--- src/rtl/board_ram_arbiter_pkg.sv ---
// Shared types for the board tile RAM arbiter: owner and clear-FSM encodings
// and the {y,x} address packing used across the tile-selection flow.
package board_ram_arbiter_pkg;

    localparam int X_WIDTH = 10;
    localparam int DEPTH   = 2 * X_WIDTH + 1;

    typedef logic [X_WIDTH:0] coord_t;
    typedef logic [DEPTH:0]   addr_t;

    typedef enum logic [1:0] {
        OWN_NONE,
        OWN_H,
        OWN_C,
        OWN_S
    } owner_e;

    typedef enum logic [2:0] {
        CIDLE,
        CREQ,
        CRD,
        CWR,
        CDONE
    } clr_state_e;

    function automatic addr_t pack_addr(input coord_t y, input coord_t x);
        return {y, x};
    endfunction

endpackage

--- src/rtl/board_ram_arbiter_mark_clear_sweeper.sv ---
// Mark-clear sweep engine: walks an inclusive rectangle row by row and
// read-modify-writes each tile through its requester port on the arbiter.
module mark_clear_sweeper
    import board_ram_arbiter_pkg::*;
#(
    parameter logic [3:0] CLEAR_MASK = 4'b1100
) (
    input  logic       clk,
    input  logic       reset,
    input  logic       clean_mark,
    input  coord_t     box_x0,
    input  coord_t     box_y0,
    input  coord_t     box_x1,
    input  coord_t     box_y1,
    input  logic       win,
    input  logic [3:0] mem_rdata,
    output logic       clean_ready,
    output logic       req,
    output logic       we,
    output logic       boundary,
    output addr_t      addr,
    output logic [3:0] wdata
);

    clr_state_e state, state_n;
    coord_t     cx, cy, bx0, bx1, by1;
    logic       degen;
    logic       last;

    assign last        = (cx == bx1) && (cy == by1);
    assign clean_ready = (state == CIDLE);
    assign addr        = pack_addr(cy, cx);
    assign wdata       = mem_rdata & ~CLEAR_MASK;

    // NOTE: sequential state uses non-blocking assignments so every register
    // samples pre-edge values regardless of block ordering.
    always_ff @(posedge clk) begin
        if (reset) state <= CIDLE;
        else       state <= state_n;
    end

    // NOTE: the box and cursor registers carry no reset; they are only read
    // after clean_mark has loaded them, so resetting them buys nothing.
    always_ff @(posedge clk) begin
        if (state == CIDLE && clean_mark) begin
            bx0   <= box_x0;
            bx1   <= box_x1;
            by1   <= box_y1;
            cx    <= box_x0;
            cy    <= box_y0;
            degen <= (box_x1 < box_x0) || (box_y1 < box_y0);
        end else if (state == CWR && !last) begin
            if (cx == bx1) begin
                cx <= bx0;
                cy <= cy + 1'b1;
            end else begin
                cx <= cx + 1'b1;
            end
        end
    end

    // NOTE: every output of this block gets a default first, so no path can
    // leave one unassigned and infer a latch.
    always_comb begin
        state_n  = state;
        req      = 1'b0;
        we       = 1'b0;
        boundary = 1'b0;
        case (state)
            CIDLE: if (clean_mark) state_n = CREQ;
            CREQ: begin
                if (degen) begin
                    state_n = CDONE;
                end else begin
                    req = 1'b1;
                    if (win) state_n = CRD;
                end
            end
            CRD: begin
                req     = 1'b1;
                state_n = CWR;
            end
            CWR: begin
                req      = 1'b1;
                we       = 1'b1;
                boundary = 1'b1;
                if (last)     state_n = CDONE;
                else if (win) state_n = CRD;
                else          state_n = CREQ;
            end
            CDONE:   state_n = CIDLE;
            default: state_n = CIDLE;
        endcase
    end

endmodule

--- src/rtl/board_ram_arbiter.sv ---
// Three-way arbiter for the single-port board tile RAM: host (H) > clear
// sweep (C) > search (S), with a burst limit and a 1-cycle ack per access.
module board_ram_arbiter
    import board_ram_arbiter_pkg::*;
#(
    parameter int         x_width    = X_WIDTH,
    parameter int         depth      = DEPTH,
    parameter int         BURST_MAX  = 16,
    parameter logic [3:0] CLEAR_MASK = 4'b1100
) (
    input  logic             clk,
    input  logic             reset,
    input  logic             h_req,
    input  logic             h_we,
    input  logic [depth:0]   h_addr,
    input  logic [3:0]       h_wdata,
    input  logic             s_req,
    input  logic             s_we,
    input  logic [depth:0]   s_addr,
    input  logic [3:0]       s_wdata,
    output logic             h_gnt,
    output logic             s_gnt,
    output logic             h_ack,
    output logic             s_ack,
    output logic [3:0]       rdata,
    input  logic             clean_mark,
    input  logic [x_width:0] box_x0,
    input  logic [x_width:0] box_y0,
    input  logic [x_width:0] box_x1,
    input  logic [x_width:0] box_y1,
    output logic             clean_ready,
    output logic [depth:0]   mem_addr,
    output logic             mem_we,
    output logic [3:0]       mem_wdata,
    input  logic [3:0]       mem_rdata
);

    localparam int CNT_W = $clog2(BURST_MAX + 1);

    owner_e           owner, owner_n;
    logic [CNT_W-1:0] burst_cnt, burst_cnt_n;
    logic             burst_hit, own_req, sel_we, rd_ack;
    logic [depth:0]   sel_addr, addr_q;
    logic [3:0]       sel_wdata, wdata_q, rdata_q;

    logic       c_req, c_we, c_boundary, c_win;
    addr_t      c_addr;
    logic [3:0] c_wdata;

    mark_clear_sweeper #(.CLEAR_MASK(CLEAR_MASK)) u_sweeper (
        .clk         (clk),
        .reset       (reset),
        .clean_mark  (clean_mark),
        .box_x0      (box_x0),
        .box_y0      (box_y0),
        .box_x1      (box_x1),
        .box_y1      (box_y1),
        .win         (c_win),
        .mem_rdata   (mem_rdata),
        .clean_ready (clean_ready),
        .req         (c_req),
        .we          (c_we),
        .boundary    (c_boundary),
        .addr        (c_addr),
        .wdata       (c_wdata)
    );

    assign h_gnt     = (owner == OWN_H);
    assign s_gnt     = (owner == OWN_S);
    assign c_win     = (owner_n == OWN_C);
    assign burst_hit = (burst_cnt >= CNT_W'(BURST_MAX - 1));

    always_comb begin
        own_req   = 1'b0;
        sel_we    = 1'b0;
        sel_addr  = addr_q;
        sel_wdata = wdata_q;
        case (owner)
            OWN_H: begin own_req = h_req; sel_we = h_we; sel_addr = h_addr; sel_wdata = h_wdata; end
            OWN_C: begin own_req = c_req; sel_we = c_we; sel_addr = c_addr; sel_wdata = c_wdata; end
            OWN_S: begin own_req = s_req; sel_we = s_we; sel_addr = s_addr; sel_wdata = s_wdata; end
            default: ;
        endcase
    end

    // Idle cycles keep the last address and data on the RAM pins.
    assign mem_we    = own_req & sel_we;
    assign mem_addr  = own_req ? sel_addr : addr_q;
    assign mem_wdata = own_req ? sel_wdata : wdata_q;
    assign rdata     = rd_ack ? mem_rdata : rdata_q;

    // The sweep only yields between a write and its next read; a waiting
    // host always takes it there, others only once the burst is spent.
    always_comb begin
        owner_n = owner;
        case (owner)
            OWN_NONE: begin
                if (h_req)      owner_n = OWN_H;
                else if (c_req) owner_n = OWN_C;
                else if (s_req) owner_n = OWN_S;
            end
            OWN_H: if (!h_req || (burst_hit && (c_req || s_req))) owner_n = OWN_NONE;
            OWN_C: begin
                if (!c_req)
                    owner_n = OWN_NONE;
                else if (c_boundary && (h_req || (burst_hit && s_req)))
                    owner_n = OWN_NONE;
            end
            OWN_S: if (!s_req || (burst_hit && (h_req || c_req))) owner_n = OWN_NONE;
            default: owner_n = OWN_NONE;
        endcase

        if (owner_n != owner)        burst_cnt_n = '0;
        else if (own_req && !burst_hit) burst_cnt_n = burst_cnt + 1'b1;
        else                         burst_cnt_n = burst_cnt;
    end

    always_ff @(posedge clk) begin
        if (reset) begin
            owner     <= OWN_NONE;
            burst_cnt <= '0;
            h_ack     <= 1'b0;
            s_ack     <= 1'b0;
            rd_ack    <= 1'b0;
            addr_q    <= '0;
            wdata_q   <= '0;
            rdata_q   <= '0;
        end else begin
            owner     <= owner_n;
            burst_cnt <= burst_cnt_n;
            h_ack     <= (owner == OWN_H) && h_req;
            s_ack     <= (owner == OWN_S) && s_req;
            rd_ack    <= own_req && !sel_we && (owner == OWN_H || owner == OWN_S);
            addr_q    <= mem_addr;
            wdata_q   <= mem_wdata;
            if (rd_ack) rdata_q <= mem_rdata;
        end
    end

endmodule

--- config.mk ---
export PLATFORM = sky130hd
export DESIGN_NAME = board_ram_arbiter
export DESIGN_NICKNAME = d
export VERILOG_FILES = /design/src/rtl/board_ram_arbiter_pkg.sv /design/src/rtl/board_ram_arbiter_mark_clear_sweeper.sv /design/src/rtl/board_ram_arbiter.sv
export SDC_FILE = /design/constraint.sdc
export NUM_CORES = 1
export LEC_CHECK = 0
export ABC_AREA = 1
export CAP_MARGIN = 20
export CORE_UTILIZATION = 48
export CTS_CLUSTER_DIAMETER = 120
export DETAILED_ROUTE_END_ITERATION = 12
export GPL_TIMING_DRIVEN = 0
export PLACE_DENSITY = 0.89
export SYNTH_ARGS = -nofsm -noshare
export SYNTH_HDL_FRONTEND = slang
export SYNTH_HIERARCHICAL = 1
export SYNTH_SLANG_ARGS = --single-unit
--- constraint.sdc ---
create_clock -name clk -period 2.9 [get_ports clk]
set_input_delay 0.58 -clock clk [delete_from_list [all_inputs] [get_ports clk]]
set_output_delay 0.58 -clock clk [all_outputs]
set_load 0.02 [all_outputs]
# Yosys cells after proc, flatten, opt, wreduce, memory -nomap -nowiden
# Index checks and enable logic that the tools add are counted.
# classes
n_addsub	3
muxes	30
n_reduce_logical	32
magnitude_cmp	3
bitwise_logic	1
n_eq_ne	12
# op_table
operator	count
$mux 11	6
$pmux 22 s3	1
$add 11x1->11 const B	2
$eq 11x11->1	2
$lt 11x11->1	2
$mux 22	1
$mux 2	8
$logic_and 1x1->1	12
$mux 3	4
$pmux 3 s4	1
$pmux 4 s3	1
$mux 4	2
$pmux 2 s4	1
$logic_or 1x1->1	7
$eq 2x2->1 const B	3
$eq 3x2->1 const B	2
$pmux 1 s3	2
$add 5x1->5 const B	1
$ge 5x4->1 const B	1
$logic_not 1->1	5
$reduce_and 2->1	2
$reduce_bool 2->1	2
$reduce_or 2->1	2
$eq 3x1->1 const B	1
other kinds (9)	10
# totals
register_bits	99
inputBits	107
wordCells	96
output_inout_bits	36

# Depth between registers and ports, before layout
# depth
ltp_word	12
mapped_depth	19
mapped_depth_nobuf	19

# By module
# Netlist, hierarchy kept.
# modules_own_cells
mod	cells_each	seq_area_each_um2	instances	area_each_um2
mark_clear_sweeper	357	1741.7	1	3409.5
board_ram_arbiter	357	800.8	1	2277.2

# Least setup slack after synthesis
# OpenSTA, ideal clock, no wires.
# synth_timing
kind	register to output
from	register u_sweeper.state[0]
to	output mem_addr[11]
t_arrival_ns	1.676
t_required_ns	2.320
slack_ns	0.644
n_path_buf	1
stages_incl_launch_ff	10
path_cell_list	dfxtp_1 > inv_1 > nor4_1 > a21oi_1 > nand2_1 > nand2_1 > nand3_4 > inv_2 > buf_2 > a21oi_1
# synth_via
elab_chain_cells	5
elab_cells_between_ends	7
cone_classes	eq/ne: 3; mux: 3; reduce/logical: 1
# synth_rtl
item	line	rtl
start, declared	board_ram_arbiter_mark_clear_sweeper.sv:25	clr_state_e state, state_n;
start signal, assigned	board_ram_arbiter_mark_clear_sweeper.sv:39	else state <= state_n;
$eq 3x2->1	board_ram_arbiter_mark_clear_sweeper.sv:69	case (state)
$reduce_or 2->1 (no source line)	n/a	
$pmux 1 s2 (*)	board_ram_arbiter_mark_clear_sweeper.sv:69	
named net c_req	board_ram_arbiter.sv:46	logic c_req, c_we, c_boundary, c_win;
$pmux 1 s3 (*)	board_ram_arbiter.sv:78	case (owner)
$mux 22 (*)	board_ram_arbiter.sv:88	assign mem_addr = own_req ? sel_addr : addr_q;
end, declared	board_ram_arbiter.sv:32	output logic [depth:0] mem_addr,
# Mark *: on every way through the listed nets, which the timed path passes. The rest lies on a longest branch.

# Worst setup path after layout
# layout_timing
from	register u_sweeper.state[0]
to	output mem_addr[5]
# Same word-level chain as after synthesis.

==> flow_summary_export.csv <==
group,metric,value,unit
run_status,outcome,"finished, final reports clean",
detailed_routing,drt_iter0_drc,453,
grt,gr-usage-all-layers,0.260,
grt,grt_max_degree,42,
place,dp_cells,1000,
critical_path,crit_path_start_kind,"register",
synth,ys.flop_type,"edfxtp_1",
cells_and_area,fin_area,7680,um2
cells_and_area,final_nets,1004,
place,io_buffers,142,
synth,ys_warn_count,6,
timing,finalHoldViolCount,0,
power_and_ir_drop,power.density,608,nW/um2
power_and_ir_drop,leakage,3.35,nW
cts,ctsHtreeMaxLevel,3,
synth,async_flop_share,0,
timing,finalSetupViolations,0,
detailed_routing,wl_met2,7780,um
place,place_area,7290,um2
grt,grt_pass1_wl,25200,um
detailed_routing,routed-wl-met3,1160,um
critical_path,cp.arrival,2.20,ns
synth,synth_seq_area_share,0.447,
cells_and_area,antenna_cells,0,
critical_path,startpoint,"u_sweeper/state[0]",
critical_path,critPathCaptureType,"output pin",
cts,postCtsHoldBufs,0,
detailed_routing,vias,5402,
place,gp_congestion,0.909,
critical_path,crit_fanout,10,
critical_path,critPathKind,"reg2out",
detailed_routing,first_pass_iters,5,
cts,cts_tree,"built",
synth,yosys_register_bits,99,
cts,cts_buffers,9,
grt,antenna_found_initial,0,
cells_and_area,finalNonFillerCells,1021,
timing,timing.hold.ws,0.471,ns
floorplanning,core_area,11500,um2
detailed_routing,highest_layer,"met4",
hold_path,min_to,"addr_q[1]",
floorplanning,rows,39,
cts,clock_sinks,99,
floorplanning,ios,143,
hold_path,whs_path_depth,2,
synth,synth_cell_type_count,45,
detailed_routing,wl,15800,um
synth,syn_area,5690,um2
floorplanning,dieArea,12300,um2
cts,cts_root_buf,"clkbuf_16",
detailed_routing,ant_nets,0,
critical_path,worst_r2r_endpoint,"u_sweeper/cy[4]",
place,dpl.hpwl,11600,um
floorplanning,dieWidth,111,um
critical_path,r2r-start,"u_sweeper/cx[8]",
cells_and_area,layout_commonest_cell,"nand2_1",
floorplanning,start_util,0.496,
timing,setup-tns-final,0,ns
timing,period_needed,2.78,ns
floorplanning,die_y,111,um
synth,syn_area_per_cell,7.96,um2
hold_path,hp-class,"reg2reg",
detailed_routing,drt-met1-wl,6470,um
grt,grt-ovfl-total,0,
hold_path,min-delay-start,"addr_q[1]",
timing,clock.fmax,0.360,GHz
critical_path,reg2reg_depth,10,
detailed_routing,wire_per_inst,15.4,um
timing,worstMarginPinSlew,1.00,ns
synth,synth_edf_count,56,
cells_and_area,n_fill_cell,927,
cells_and_area,area_growth,35.0,%
cts,ctsLongestPathBuffers,2,
detailed_routing,drc,0,
timing,maxSlewHeadroom,0.329,
power_and_ir_drop,power,0.00467,W
critical_path,cp_data_required_time,2.32,ns
cells_and_area,multi_input_area,2740,um2
run,drv_cap,0,
grt,grt_pass1_vias,5179,
timing,slew_viol_final,0,
detailed_routing,post_drt_via_cell_ratio,5.29,
timing,min_period_over_period,0.958,
synth,syn_inst,714,
cells_and_area,seq_area,2550,um2
critical_path,reg2reg_setup_slack,0.23,ns
cts,path_clk_slew,0.07,ns
cts,clk_latency,0.35,ns
cells_and_area,drive_gt1_frac,0.108,
power_and_ir_drop,vdd_drop_max,0.355,mV
cells_and_area,layout_common_cells,"nand2_1, clkdlybuf4s50_1, inv_1, edfxtp_1, nor2_1",
timing,fin_worst_skew,0.00960,ns
==> area by class of cell <==
type / instances / area share
clock inverter: 5 / 0.00440
multi-input combinational: 509 / 0.357
buffer: 26 / 0.0215
sequential: 99 / 0.332
tap: 143 / 0.0233
inverter: 81 / 0.0404
timing repair buffer: 147 / 0.186
clock buffer: 11 / 0.0358
==> synthesized netlist by cell type, types with 2 or more instances <==
master	instances	area [um2]
nand2_2	3	18.8
xor2_1	11	96.3
xnor2_1	15	131
buf_4	5	37.5
or2_2	2	12.5
o21ai_1	14	70.1
nand3_1	36	180
nor3_2	2	20.0
dfxtp_1	43	861
a211oi_2	7	87.6
buf_6	2	22.5
a31oi_1	3	18.8
inv_1	69	259
a211oi_1	9	67.6
ha_1	24	300
o22ai_1	4	25.0
buf_2	12	60.1
a21oi_1	47	235
clkbuf_1	6	22.5
nor2_1	51	191
nor4_1	3	18.8
o211ai_2	6	75.1
nand2_1	235	882
o21ai_0	16	80.1
a221oi_1	2	17.5
clkinv_1	2	7.51
o2111ai_1	2	17.5
edfxtp_1	56	1680
inv_2	9	33.8
o211ai_1	3	22.5
==> worst max-delay path by stage <==
stage,endpoint,slack [ns],cells past startpoint
after floorplan,mem_addr[11],0.64,9
after global routing,mem_wdata[3],-0.01,12
after global placement,mem_addr[3],-0.33,9
final,mem_addr[5],0.12,11
after CTS,mem_addr[21],0.003,11
after detailed placement,mem_addr[3],-0.35,9
==> flip-flops by register name, summed over array words and instances, names as in the netlist <==
register         flops
addr_q              22
u_sweeper/bx0       11
u_sweeper/bx1       11
u_sweeper/by1       11
u_sweeper/cx        11
u_sweeper/cy        11
burst_cnt            5
rdata_q              4
wdata_q              4
u_sweeper/state      3
owner                2
h_ack                1
rd_ack               1
s_ack                1
u_sweeper/degen      1
==> where the power goes <==
group / internal, W / switching, W / total [W] / leakage, nW
combinational: 0.000634 / 0.000931 / 0.00156 / 2.31
clock: 0.000685 / 0.000536 / 0.00122 / 0.153
sequential: 0.00172 / 0.000165 / 0.00188 / 0.885
total: 0.00304 / 0.00163 / 0.00467 / 3.35
==> stage by stage <==
| stage | utilization | setup WS (ns) |
|---|---|---|
| 4_1_cts | 0.665 | 0.00296 |
| 2_1_floorplan | - | 0.644 |
| 3_5_place_dp | 0.636 | -0.348 |
| 6_report | 0.670 | 0.121 |
| 5_1_grt | 0.670 | -0.0105 |
| 3_3_place_gp | 0.636 | -0.331 |
==> worst max-delay path: stages (launching register included) <==
cell and delay [ns]:
dfxtp_2 0.35, inv_2 0.07, nor4_4 0.25, a21oi_2 0.07, nand2_1 0.11, nand2_2 0.10
nand3_4 0.12, buf_4 0.15, buf_8 0.15, nand2_1 0.08, nand2_1 0.08, dlygate4sd2_1 0.33
==> cell families after synthesis <==
logic type / synth area share
compound gates: 0.129
buf+inv: 0.0796
other cells: 0.000659
fa+ha+maj: 0.0528
mux: 0.00198
simple gates: 0.249
flops: 0.447
xor+xnor: 0.0400
==> timing repair <==
item | 4_1_cts | 5_1_grt
gates resized for setup | 46 | 31
setup buffers | 3 | 2
pin swaps | 3 | 2
setup endpoints to repair | 27 | 25
==> layer usage <==
metal  track usage  up-vias
met4         0.109        0
met1         0.318     2468
met3        0.0426       25
met2         0.453      247
met5             0        -
li1              -     2662
Power figures use the tool's default switching activity.
